<file path="config.mk">
export PLATFORM = sky130hd
export DESIGN_NAME = trig_debounce
export DESIGN_NICKNAME = d
export VERILOG_FILES = /design/src/rtl/trig_debounce.sv
export SDC_FILE = /design/constraint.sdc
export NUM_CORES = 1
export LEC_CHECK = 0
export BUFFER_PORTS_ARGS = -buffer_cell sky130_fd_sc_hd__buf_4
export CAP_MARGIN = 20
export CORE_MARGIN = 1.5
export CORE_UTILIZATION = 38
export DETAILED_ROUTE_END_ITERATION = 8
export PLACE_DENSITY = 0.57
export SYNTH_ARGS = -nofsm -noshare
export SYNTH_HDL_FRONTEND = slang
export SYNTH_SLANG_ARGS = --single-unit
</file>
<file path="constraint.sdc">
create_clock -name clk -period 3.5 [get_ports clk]
set_input_delay 1.05 -clock clk [delete_from_list [all_inputs] [get_ports clk]]
set_output_delay 1.05 -clock clk [all_outputs]
set_load 0.01 [all_outputs]
</file>
<file path="src/rtl/trig_debounce.sv">
// Push-button conditioner: 2-flop synchroniser, press/release debounce and
// optional auto-repeat, producing single-cycle trig pulses for the counter stage.
module trig_debounce #(
  parameter int DEBOUNCE_CYCLES = 1000000,
  parameter int REPEAT_EN       = 1,
  parameter int REPEAT_DELAY    = 50000000,
  parameter int REPEAT_RATE     = 10000000
) (
  input  logic clk,
  input  logic n_rst,
  input  logic btn_in,
  output logic trig,
  output logic trig_rpt,
  output logic pressed
);

  localparam int DW   = (DEBOUNCE_CYCLES > 1) ? $clog2(DEBOUNCE_CYCLES) : 1;
  localparam int RMAX = (REPEAT_DELAY > REPEAT_RATE) ? REPEAT_DELAY : REPEAT_RATE;
  localparam int RW   = (RMAX > 1) ? $clog2(RMAX) : 1;

  localparam logic [DW-1:0] DCNT_LAST  = DW'(DEBOUNCE_CYCLES - 1);
  localparam logic [RW-1:0] DELAY_LAST = RW'(REPEAT_DELAY - 1);
  localparam logic [RW-1:0] RATE_LAST  = RW'(REPEAT_RATE - 1);
  localparam logic          RLIM_DELAY = 1'b0;
  localparam logic          RLIM_RATE  = 1'b1;

  if (DEBOUNCE_CYCLES < 1) begin : g_chk_debounce
    $error("trig_debounce: DEBOUNCE_CYCLES must be >= 1");
  end
  if (REPEAT_DELAY < 1) begin : g_chk_delay
    $error("trig_debounce: REPEAT_DELAY must be >= 1");
  end
  if (REPEAT_RATE < 1) begin : g_chk_rate
    $error("trig_debounce: REPEAT_RATE must be >= 1");
  end

  typedef enum logic [1:0] {
    IDLE      = 2'd0,
    PRESS_CHK = 2'd1,
    HELD      = 2'd2,
    REL_CHK   = 2'd3
  } state_t;

  logic          s1_q;
  logic          btn_s_q;
  state_t        state_q;
  logic [DW-1:0] dcnt_q;
  logic [RW-1:0] rcnt_q;
  logic          rlim_q;
  logic          trig_q;
  logic          trig_rpt_q;
  logic          pressed_q;

  logic [DW-1:0] dcnt_d;
  logic [RW-1:0] rcnt_d;
  logic [RW-1:0] rcnt_last;
  logic          dcnt_done;
  logic          rcnt_done;

  assign dcnt_d    = dcnt_q + 1'b1;
  assign dcnt_done = (dcnt_q == DCNT_LAST);
  assign rcnt_last = (rlim_q == RLIM_RATE) ? RATE_LAST : DELAY_LAST;
  assign rcnt_done = (REPEAT_EN != 0) && (rcnt_q == rcnt_last);

  // Without repeat the hold timer is meaningless; park it at all-ones instead of wrapping.
  assign rcnt_d = ((REPEAT_EN == 0) && (rcnt_q == '1)) ? rcnt_q : rcnt_q + 1'b1;

  always_ff @(posedge clk or negedge n_rst) begin
    if (!n_rst) begin
      s1_q       <= 1'b0;
      btn_s_q    <= 1'b0;
      state_q    <= IDLE;
      dcnt_q     <= '0;
      rcnt_q     <= '0;
      rlim_q     <= RLIM_DELAY;
      trig_q     <= 1'b0;
      trig_rpt_q <= 1'b0;
      pressed_q  <= 1'b0;
    end else begin
      s1_q       <= btn_in;
      btn_s_q    <= s1_q;
      trig_q     <= 1'b0;
      trig_rpt_q <= 1'b0;
      case (state_q)
        IDLE: begin
          if (btn_s_q) begin
            state_q <= PRESS_CHK;
            dcnt_q  <= '0;
          end
        end
        PRESS_CHK: begin
          if (!btn_s_q) begin
            state_q <= IDLE;
          end else if (dcnt_done) begin
            state_q   <= HELD;
            pressed_q <= 1'b1;
            trig_q    <= 1'b1;
            rcnt_q    <= '0;
            rlim_q    <= RLIM_DELAY;
          end else begin
            dcnt_q <= dcnt_d;
          end
        end
        HELD: begin
          if (!btn_s_q) begin
            state_q <= REL_CHK;
            dcnt_q  <= '0;
          end else if (rcnt_done) begin
            trig_q     <= 1'b1;
            trig_rpt_q <= 1'b1;
            rcnt_q     <= '0;
            rlim_q     <= RLIM_RATE;
          end else begin
            rcnt_q <= rcnt_d;
          end
        end
        REL_CHK: begin
          // A bounce back to pressed restarts the long initial repeat delay.
          if (btn_s_q) begin
            state_q <= HELD;
            rcnt_q  <= '0;
            rlim_q  <= RLIM_DELAY;
          end else if (dcnt_done) begin
            state_q   <= IDLE;
            pressed_q <= 1'b0;
          end else begin
            dcnt_q <= dcnt_d;
          end
        end
        default: begin
          state_q   <= IDLE;
          pressed_q <= 1'b0;
        end
      endcase
    end
  end

  assign trig     = trig_q;
  assign trig_rpt = trig_rpt_q;
  assign pressed  = pressed_q;

endmodule

</file>
Word-level counts from Yosys, hierarchy flattened
Cells that the tools add are included.
{ "op_classes": {"addsub": 2, "eq_ne": 16, "n_mux": 36, "n_reduce_logical": 8} }
{ "ops": {"columns": ["op", "n"], "rows": [
  ["2-to-1 mux 26 bit", 6],
  ["2-to-1 mux 20 bit", 5],
  ["case mux 20 bit (4 select lines)", 1],
  ["case mux 26 bit (3 select lines)", 1],
  ["adder 26 x 1 -> 26 bit, second input constant", 1],
  ["== test 26 bit", 1],
  ["adder 20 x 1 -> 20 bit, second input constant", 1],
  ["== test 20 bit, second input constant", 1],
  ["inequality test 2 bit, second input constant", 9],
  ["2-to-1 mux 1 bit", 13],
  ["2-to-1 mux 2 bit", 6],
  ["AND reduction 5 bit", 2],
  ["case mux 2 bit (4 select lines)", 1],
  ["AND reduction 4 bit", 2],
  ["inequality test 3 bit, second input constant", 2],
  ["AND reduction 6 bit", 1],
  ["== test 2 bit, second input constant", 2],
  ["case mux 1 bit (2 select lines)", 2],
  ["case mux 1 bit (3 select lines)", 1],
  ["nonzero test 3 bit", 1],
  ["== test 2 x 1 -> 1 bit, second input constant", 1],
  ["logical NOT 2 bit", 1],
  ["nonzero test 2 bit", 1]
]} }
{ "totals": {"ff_bits": 54, "inputBits": 3, "output_inout_bits": 3, "word_cells": 71} }

Longest topological paths before layout
Gate-level depths: netlist of the first run.
{ "logic_depth": {"depth_word": 5, "mapped_depth": 10, "depth_no_buf": 7} }

Least setup slack after synthesis of the first run
Ideal clock, no wire load.
{ "synth_timing": {"path_type": "reg2reg", "from": "register state_q[0]", "to": "register rcnt_q[18]", "setup_ns": 0.078, "arrival_ns": 2.303, "required_time_ns": 3.422, "slack_ns": 1.119, "path_stages_with_launch": 10, "path_buffers": 2, "period_less_slack_ns": 2.381, "path_cell_list": "dfrtp_1 inv_1 ha_1 clkbuf_1 or3_1 a21oi_2 nand3_2 buf_2 or4_1 a21oi_1"} }
{ "synth_between": {"elab_chain_len": 3, "elab_cells_between_ends": 10, "classes_between": "eq/ne (7); mux (1); reduce/logical (2)"} }
{ "synth_lines": {"columns": ["element", "line", "text"], "rows": [
  ["start, declared", "46", "state_t state_q;"],
  ["start signal, assigned", "72", "state_q <= IDLE;"],
  ["start signal, assigned", "87", "state_q <= PRESS_CHK;"],
  ["start signal, assigned", "93", "state_q <= IDLE;"],
  ["== test 2 bit or == test 2 x 1 -> 1 bit (tied branches)", "84", "case (state_q)"],
  ["inequality test 2 bit (no line) or nonzero test 3 bit (tied branches)", null, null],
  ["AND reduction 5 bit (no line)", null, null],
  ["end signal, assigned", "114", "rcnt_q <= rcnt_d;"],
  ["end, declared", "48", "logic [RW-1:0] rcnt_q;"]
]} }
Parallel ways exist; a longest one is shown, timed or not.
A chain may end at the register's enable or synchronous reset.

Worst setup path in the final report of the first run
{ "layout_timing": {"from": "register state_q[0]", "to": "register rcnt_q[16]"} }
Same word-level chain as after synthesis.

==> results of run 1 <==
-- sequential cells by signal, summed over array words and instances (netlist names), named ones only --
signal / cells
rcnt_q: 26
dcnt_q: 20
btn_s_q: 1
pressed: 1
rlim_q: 1
s1_q: 1
state_q: 1
trig: 1
trig_rpt: 1
-- how the worst max path moves through the flow --
stage	start	to	cells after the start
CTS	state_q[0]$_DFFE_PN0P_	rcnt_q[16]$_DFFE_PN0P_	7
detailed placement	state_q[0]$_DFFE_PN0P_	rcnt_q[18]$_DFFE_PN0P_	7
finish	state_q[0]$_DFFE_PN0P_	rcnt_q[16]$_DFFE_PN0P_	7
global route	state_q[0]$_DFFE_PN0P_	rcnt_q[16]$_DFFE_PN0P_	7
floorplan	state_q[0]$_DFFE_PN0P_	rcnt_q[18]$_DFFE_PN0P_	9
global placement	state_q[0]$_DFFE_PN0P_	rcnt_q[22]$_DFFE_PN0P_	7
-- stage by stage --
step	hold WS, ns	utilization [%]	worst slack (ns)
finish	0.3648	42.20	0.6414
floorplan	0.3312	-	1.119
global placement	0.3354	41.23	0.7743
detailed placement	0.3442	41.23	0.6746
CTS	0.3673	42.20	0.6537
global route	0.3711	42.20	0.3796
-- synthesized netlist by cell type (3+ instances only) --
master    instances  area share, %
or4_1            11            2.7
or4b_1            3           0.96
nor4_1            5            1.0
or3_1            10            2.0
clkbuf_1         13            1.6
o41ai_1           3           0.84
o22ai_1           3           0.60
ha_1              6            2.4
nor2_1           24            2.9
nand4_1          16            3.2
o21ai_0          19            3.1
a211oi_1          3           0.72
dfrtp_1          54             43
buf_2             5           0.80
a21oi_1          31            5.0
xnor2_1           8            2.2
inv_1            11            1.3
and4_1            7            2.0
xor2_1            3           0.84
nand3_1          17            2.7
or2_2             3           0.60
nand2_1          23            2.8
and3_1            7            1.4
and2_1            7            1.4
nor3_1            8            1.3
o31ai_1          12            2.9
a41oi_1           3           0.84
-- power by group through the flow --
stage / Clock (mW) / Combinational [mW] / Sequential (mW)
CTS: 0.352 / 0.682 / 0.704
detailed placement: 0 / 0.677 / 0.717
finish: 0.335 / 0.684 / 0.704
floorplan: 0 / 0.518 / 0.704
global route: 0.375 / 0.763 / 0.713
global placement: 0 / 0.675 / 0.715
-- layout make-up --
type | instances | area (um^2) | area share [%]
multi-input combinational | 263 | 1648 | 49.75
timing repair buffer | 9 | 67.56 | 2.040
sequential | 54 | 1351 | 40.80
tap | 102 | 127.6 | 3.853
inverter | 11 | 41.29 | 1.247
clock buffer | 7 | 76.32 | 2.304
-- worst max-delay path: cells and delay by family, from the launching register on --
kind / cells / cell delay [ns]
AO/OA/AOI/OAI: 2 / 0.42
adder cells (fa/ha/maj): 1 / 0.30
buffers and inverters: 1 / 0.09
flip-flops: 1 / 0.46
AND/OR/NAND/NOR: 3 / 1.51
-- layer usage --
layer | wire [um] | part of all wire, % | track usage, %
met2 | 3334 | 47 | 28.38
met5 | 0 | 0 | 0
met4 | 76 | 1.1 | 4.726
met1 | 3511 | 50 | 24.61
met3 | 140 | 2.0 | 2.683
-- kinds of logic (layout without fill, tap and decap cells) --
logic type | count (synthesis) | after routing | share of synthesized area (%)
XOR/XNOR | 11 | 11 | 3.094
adder cells (fa/ha/maj) | 6 | 6 | 2.411
multiplexers | 1 | 1 | 0.3214
buffers and inverters | 29 | 27 | 3.696
AO/OA/AOI/OAI | 95 | 95 | 19.73
flip-flops | 54 | 54 | 43.39
AND/OR/NAND/NOR | 150 | 150 | 27.36
==> impl_metrics.env, run 1 <==
export IMPL_status="completed"
export IMPL_async_flop_share_pct=100.0
export IMPL_critPathMaxFanout=30
export IMPL_cts_hold_buf=0
export IMPL_cp_end_kind="register"
export IMPL_clk_latency_ns=0.30
export IMPL_finalWirelength_um=7062
export IMPL_p_per_area_nw_per_um2=520.5
export IMPL_hold_end="btn_s_q$_DFF_PN0_"
export IMPL_slowest_delay_ns=0.65
export IMPL_grt_usage_pct=17.61
export IMPL_fin_setup_tns_ns=0
export IMPL_post_route_drc_count=0
export IMPL_layout_cells_non_filler=446
export IMPL_worst_slew_pin_slew_ns=0.6761
export IMPL_p_int_mw=0.9991
export IMPL_drt_pass1_iterations=4
export IMPL_p_clk_share_pct=19.5
export IMPL_grt_antenna_before_repair=0
export IMPL_core_um2=7848
export IMPL_crit_chain="inv_1 > ha_1 > or3_1 > a21oi_2 > nand3_2 > or4_1 > a21oi_1"
export IMPL_nFillCells=825
export IMPL_cp_required_ns=3.73
export IMPL_synth_seq_area_share_pct=43.39
export IMPL_via_per_inst=5.794
export IMPL_hold_viol=0
export IMPL_wire_per_inst_um=15.83
export IMPL_worst_path_max_delay_cell="or4_1"
export IMPL_switching_share_pct=42.04
export IMPL_boundaryPins=6
export IMPL_grt_overflow=0
export IMPL_die_y_um=93.53
export IMPL_numCtsBuffers=5
export IMPL_ant_nets=0
export IMPL_ir_worst_vdd_mv=0.3020
export IMPL_h_tree_depth=2
export IMPL_worst_r2r_setup_slack_ns=0.64
export IMPL_root_buffer="clkbuf_8"
export IMPL_std_cell_rows=32
export IMPL_clk_pin_slew_ns=0.09
export IMPL_startpoint_type="register"
export IMPL_worst_r2r_cell_count=7
export IMPL_drive_above_1_share_pct=6.977
export IMPL_synth_area_um2=3114
export IMPL_grt_max_degree=55
export IMPL_setup_violations_final=0
export IMPL_portBuffers=5
export IMPL_p_sw_mw=0.7246
export IMPL_synth_edf_count=0
export IMPL_postCtsSetupBuffers=0
export IMPL_seqPwrFrac_pct=40.8
export IMPL_synth_flop_cell="dfrtp_1"
export IMPL_maxCapViolCount=0
export IMPL_min_period_ns=2.859
export IMPL_nNetsFinal=353
export IMPL_vias=2584
export IMPL_rr_endpoint="rcnt_q[16]$_DFFE_PN0P_"
export IMPL_combPwrFrac_pct=39.7
export IMPL_die_w_um=93.53
export IMPL_rsz0062_at_grt="false"
export IMPL_cts_buffer_depth=2
export IMPL_yosysUniqueCellTypes=50
export IMPL_cts_sinks=54
export IMPL_area_growth_pct=6.348
export IMPL_arrival_ns=3.09
export IMPL_syn_area_per_cell_um2=9.001
export IMPL_r2r_start="state_q[0]$_DFFE_PN0P_"
export IMPL_fin_crit_sh_pct=81.67
export IMPL_slew_headroom_pct=54.93
export IMPL_synthCells=346
export IMPL_fmax_mhz=349.8
export IMPL_dp_cells=439
export IMPL_grt_pass1_wl_um=12340
export IMPL_place_hpwl_um=4898
export IMPL_synth_nets=355
export IMPL_grt_pass1_vias=2514
export IMPL_p_leak_nw=1.271
export IMPL_ctsResizeCount=0
export IMPL_maxSlewViolCount=0
export IMPL_placed_cell_area_um2=3236
export IMPL_diodes=0
export IMPL_ys_warn_count=0
export IMPL_final_cell_mix="dfrtp_1, a21oi_1, nor2_1"
export IMPL_worst_setup_path_type="reg -> reg"
export IMPL_finalInstanceArea_um2=3312
export IMPL_die_area_um2=8748
export IMPL_cts_tree="yes"
export IMPL_start_util_pct=39.68
export IMPL_finClkSkew_ns=0.006213
export IMPL_place_gp_congestion=0.8990
export IMPL_ys_ff_latch=54
export IMPL_final_common_cell="dfrtp_1"
export IMPL_min_delay_path_depth=0
export IMPL_hold_path_class="reg -> reg"
export IMPL_totalPowerFinal_mw=1.724
export IMPL_first_iter_violations=132
export IMPL_holdCritStartpoint="s1_q$_DFF_PN0_"
No activity file was read; power rests on OpenSTA's default activity.
==> run 2: changes to the inputs <==
Settings changed: ABC_AREA from default to 1, PLACE_DENSITY 0.57 to 0.59.
Clock period 3.5 ns to 2.3 ns, I/O delays scaled along.
==> impl_metrics.env, run 2 <==
export IMPL_grt_antenna_before_repair=0
export IMPL_die_w_um=104.4
export IMPL_die_y_um=104.4
export IMPL_cp_required_ns=2.47
export IMPL_synth_top_cell_by_area="dfrtp_1"
export IMPL_rsz0062_at_grt="false"
export IMPL_r2r_start="dcnt_q[0]$_DFFE_PN0P_"
export IMPL_fin_util_pct=42.91
export IMPL_synth_top_area_share_pct=34.57
export IMPL_critPathMaxFanout=19
export IMPL_preCtsSetupSlack_ns=0.2300
export IMPL_std_cell_rows=36
export IMPL_boundaryPins=6
export IMPL_core_um2=9864
export IMPL_drt_met1_wl_um=5375
export IMPL_setup_violations_final=0
export IMPL_worst_slew_pin_slew_ns=0.7072
export IMPL_drive_above_1_share_pct=5.230
export IMPL_ys_warn_count=0
export IMPL_syn_area_per_cell_um2=6.264
export IMPL_final_cell_mix="nand2_1, nor2_1, nand3_1"
export IMPL_synth_fa_ha_area_share_pct=1.921
export IMPL_first_iter_violations=375
export IMPL_dp_cells=756
export IMPL_post_route_drc_count=0
export IMPL_async_flop_share_pct=100.0
export IMPL_synth_area_um2=3909
export IMPL_grt_overflow=0
export IMPL_final_common_cell="nand2_1"
export IMPL_h_tree_depth=2
export IMPL_worst_r2r_cell_count=6
export IMPL_synth_xor_area_share_pct=3.809
export IMPL_fin_setup_tns_ns=0
export IMPL_synth_top_family_by_area="simple AND/OR/NAND/NOR gates"
export IMPL_synth_most_common_cell="nand2_1"
export IMPL_layout_cells_non_filler=764
export IMPL_grt_pass1_wl_um=16840
export IMPL_nNetsFinal=639
export IMPL_p_int_mw=1.758
export IMPL_p_clk_share_pct=26.4
export IMPL_portBuffers=5
export IMPL_min_period_ns=2.056
export IMPL_place_gp_congestion=0.9159
export IMPL_synth_nets=633
export IMPL_worst_r2r_setup_slack_ns=0.24
export IMPL_regMostFlops="rcnt_q"
export IMPL_numCtsBuffers=5
export IMPL_clk_latency_ns=0.32
export IMPL_maxCapViolCount=0
export IMPL_synth_flop_cell="dfrtp_1"
export IMPL_start_util_pct=39.62
export IMPL_hold_viol=0
export IMPL_slew_headroom_pct=52.85
export IMPL_diodes=0
export IMPL_wire_per_inst_um=13.31
export IMPL_met3_length_um=505
export IMPL_totalPowerFinal_mw=2.997
export IMPL_setup_slack_ns=0.2436
export IMPL_grt_usage_pct=19.27
export IMPL_cts_buffer_depth=2
export IMPL_vias=3744
export IMPL_cp_end_kind="register"
export IMPL_finalWirelength_um=10170
export IMPL_cts_sinks=54
export IMPL_ys_ff_latch=54
export IMPL_p_per_area_nw_per_um2=708.1
export IMPL_worst_setup_path_type="reg -> reg"
export IMPL_via_per_inst=4.901
export IMPL_synth_edf_count=0
export IMPL_status="completed"
export IMPL_drt_pass1_iterations=5
export IMPL_grt_max_degree=55
export IMPL_combPwrFrac_pct=38.3
export IMPL_ctsResizeCount=0
export IMPL_yosys_top_cells_area="dfrtp_1, nand2_1, nor2_1"
export IMPL_yosysUniqueCellTypes=33
export IMPL_p_sw_mw=1.239
export IMPL_largest_reg_flops=26
export IMPL_synth_seq_area_share_pct=34.57
export IMPL_die_area_um2=10900
export IMPL_postCtsSetupBuffers=0
export IMPL_ys_top_cells_by_count="nand2_1, nor2_1, nand3_1"
export IMPL_maxSlewViolCount=0
export IMPL_finClkSkew_ns=0.02457
export IMPL_place_hpwl_um=7717
export IMPL_synthCells=624
export IMPL_clk_pin_slew_ns=0.10
export IMPL_p_leak_nw=1.941
export IMPL_cts_hold_buf=0
export IMPL_route_top_layer_used="met4"
export IMPL_fin_crit_sh_pct=89.41
export IMPL_reg_largest_list="rcnt_q (26), dcnt_q (20)"
export IMPL_arrival_ns=2.23
export IMPL_ir_worst_vdd_mv=0.5928
export IMPL_startpoint_type="register"
export IMPL_hold_path_class="reg -> reg"
export IMPL_root_buffer="clkbuf_8"
export IMPL_switching_share_pct=41.33
export IMPL_wl_met2_um=4148
export IMPL_fmax_mhz=486.3
export IMPL_synth_compound_area_share_pct=4.770
export IMPL_cp_startpoint="dcnt_q[0]$_DFFE_PN0P_"
export IMPL_cts_tree="yes"
export IMPL_rr_endpoint="dcnt_q[18]$_DFFE_PN0P_"
export IMPL_seqPwrFrac_pct=35.4
export IMPL_area_growth_pct=8.291
export IMPL_critPathCapture="dcnt_q[18]$_DFFE_PN0P_"
export IMPL_synth_simple_area_share_pct=46.86
export IMPL_grt_pass1_vias=3282
export IMPL_synth_mux_area_share_pct=0
export IMPL_ant_nets=0
[run 2: cell types whose count changed after synthesis, moves of 12 or more]
| cell | previous run | this run |
|---|---|---|
| nor2_1 | 24 | 127 |
| inv_1 | 11 | 57 |
| nand2_1 | 23 | 215 |
| clkbuf_1 | 13 | 1 |
| a21oi_1 | 31 | 4 |
| o31ai_1 | 12 | 0 |
| nand3_1 | 17 | 64 |
[run 2: how the worst min path moves through the flow]
stage | depth (start not counted) | start | to
after floorplan | 0 | s1_q$_DFF_PN0_ | btn_s_q$_DFF_PN0_
after global placement | 0 | s1_q$_DFF_PN0_ | btn_s_q$_DFF_PN0_
after detailed placement | 0 | s1_q$_DFF_PN0_ | btn_s_q$_DFF_PN0_
after CTS | 0 | s1_q$_DFF_PN0_ | btn_s_q$_DFF_PN0_
after global routing | 0 | s1_q$_DFF_PN0_ | btn_s_q$_DFF_PN0_
final | 0 | s1_q$_DFF_PN0_ | btn_s_q$_DFF_PN0_
[run 2: power groups by stage]
stage          Sequential, mW  Combinational (mW)  Clock (mW)
2_1_floorplan            1.06               0.889           0
3_3_place_gp             1.07                1.13           0
3_5_place_dp             1.08                1.15           0
4_1_cts                  1.06                1.15       0.814
5_1_grt                  1.07                1.29       0.850
6_report                 1.06                1.15       0.790
[run 2: layout make-up]
cell class                      instances  area, um^2
Tap cell                              133       166.4
Sequential cell                        54        1351
Fill cell                            1066        5632
Clock inverter                          2       60.06
Clock buffer                            6       82.58
Multi-Input combinational cell        495        2242
Timing Repair Buffer                   14       105.1
Inverter                               60       225.2
[run 2: critical path: stages, from the launching register on]
cell      delay, ns
dfrtp_1        0.45
ha_1           0.28
nand2_2        0.10
nor3_2         0.23
nand4_2        0.21
a21boi_4       0.48
o21ai_0        0.16
[run 2: layer usage]
metal  vias up  GRT usage, %
met5         -             0
met4         0         4.762
met3        10         2.694
met2       105         26.97
met1      1670         30.52
li1       1959             -
[run 2: metrics by stage]
| step | cell area (um^2) | hold WS [ns] |
|---|---|---|
| after detailed placement | 4090 | 0.3413 |
| after global placement | 4090 | 0.3379 |
| after global routing | 4233 | 0.3680 |
| after floorplan | 3909 | 0.3312 |
| final | 4233 | 0.3598 |
| after CTS | 4233 | 0.3632 |
[run 2: logic make-up after synthesis]
kind of cell,count (synthesis)
simple gates,441
buf+inv,75
flops,54
compound gates,31
xor+xnor,17
fa+ha+maj,6
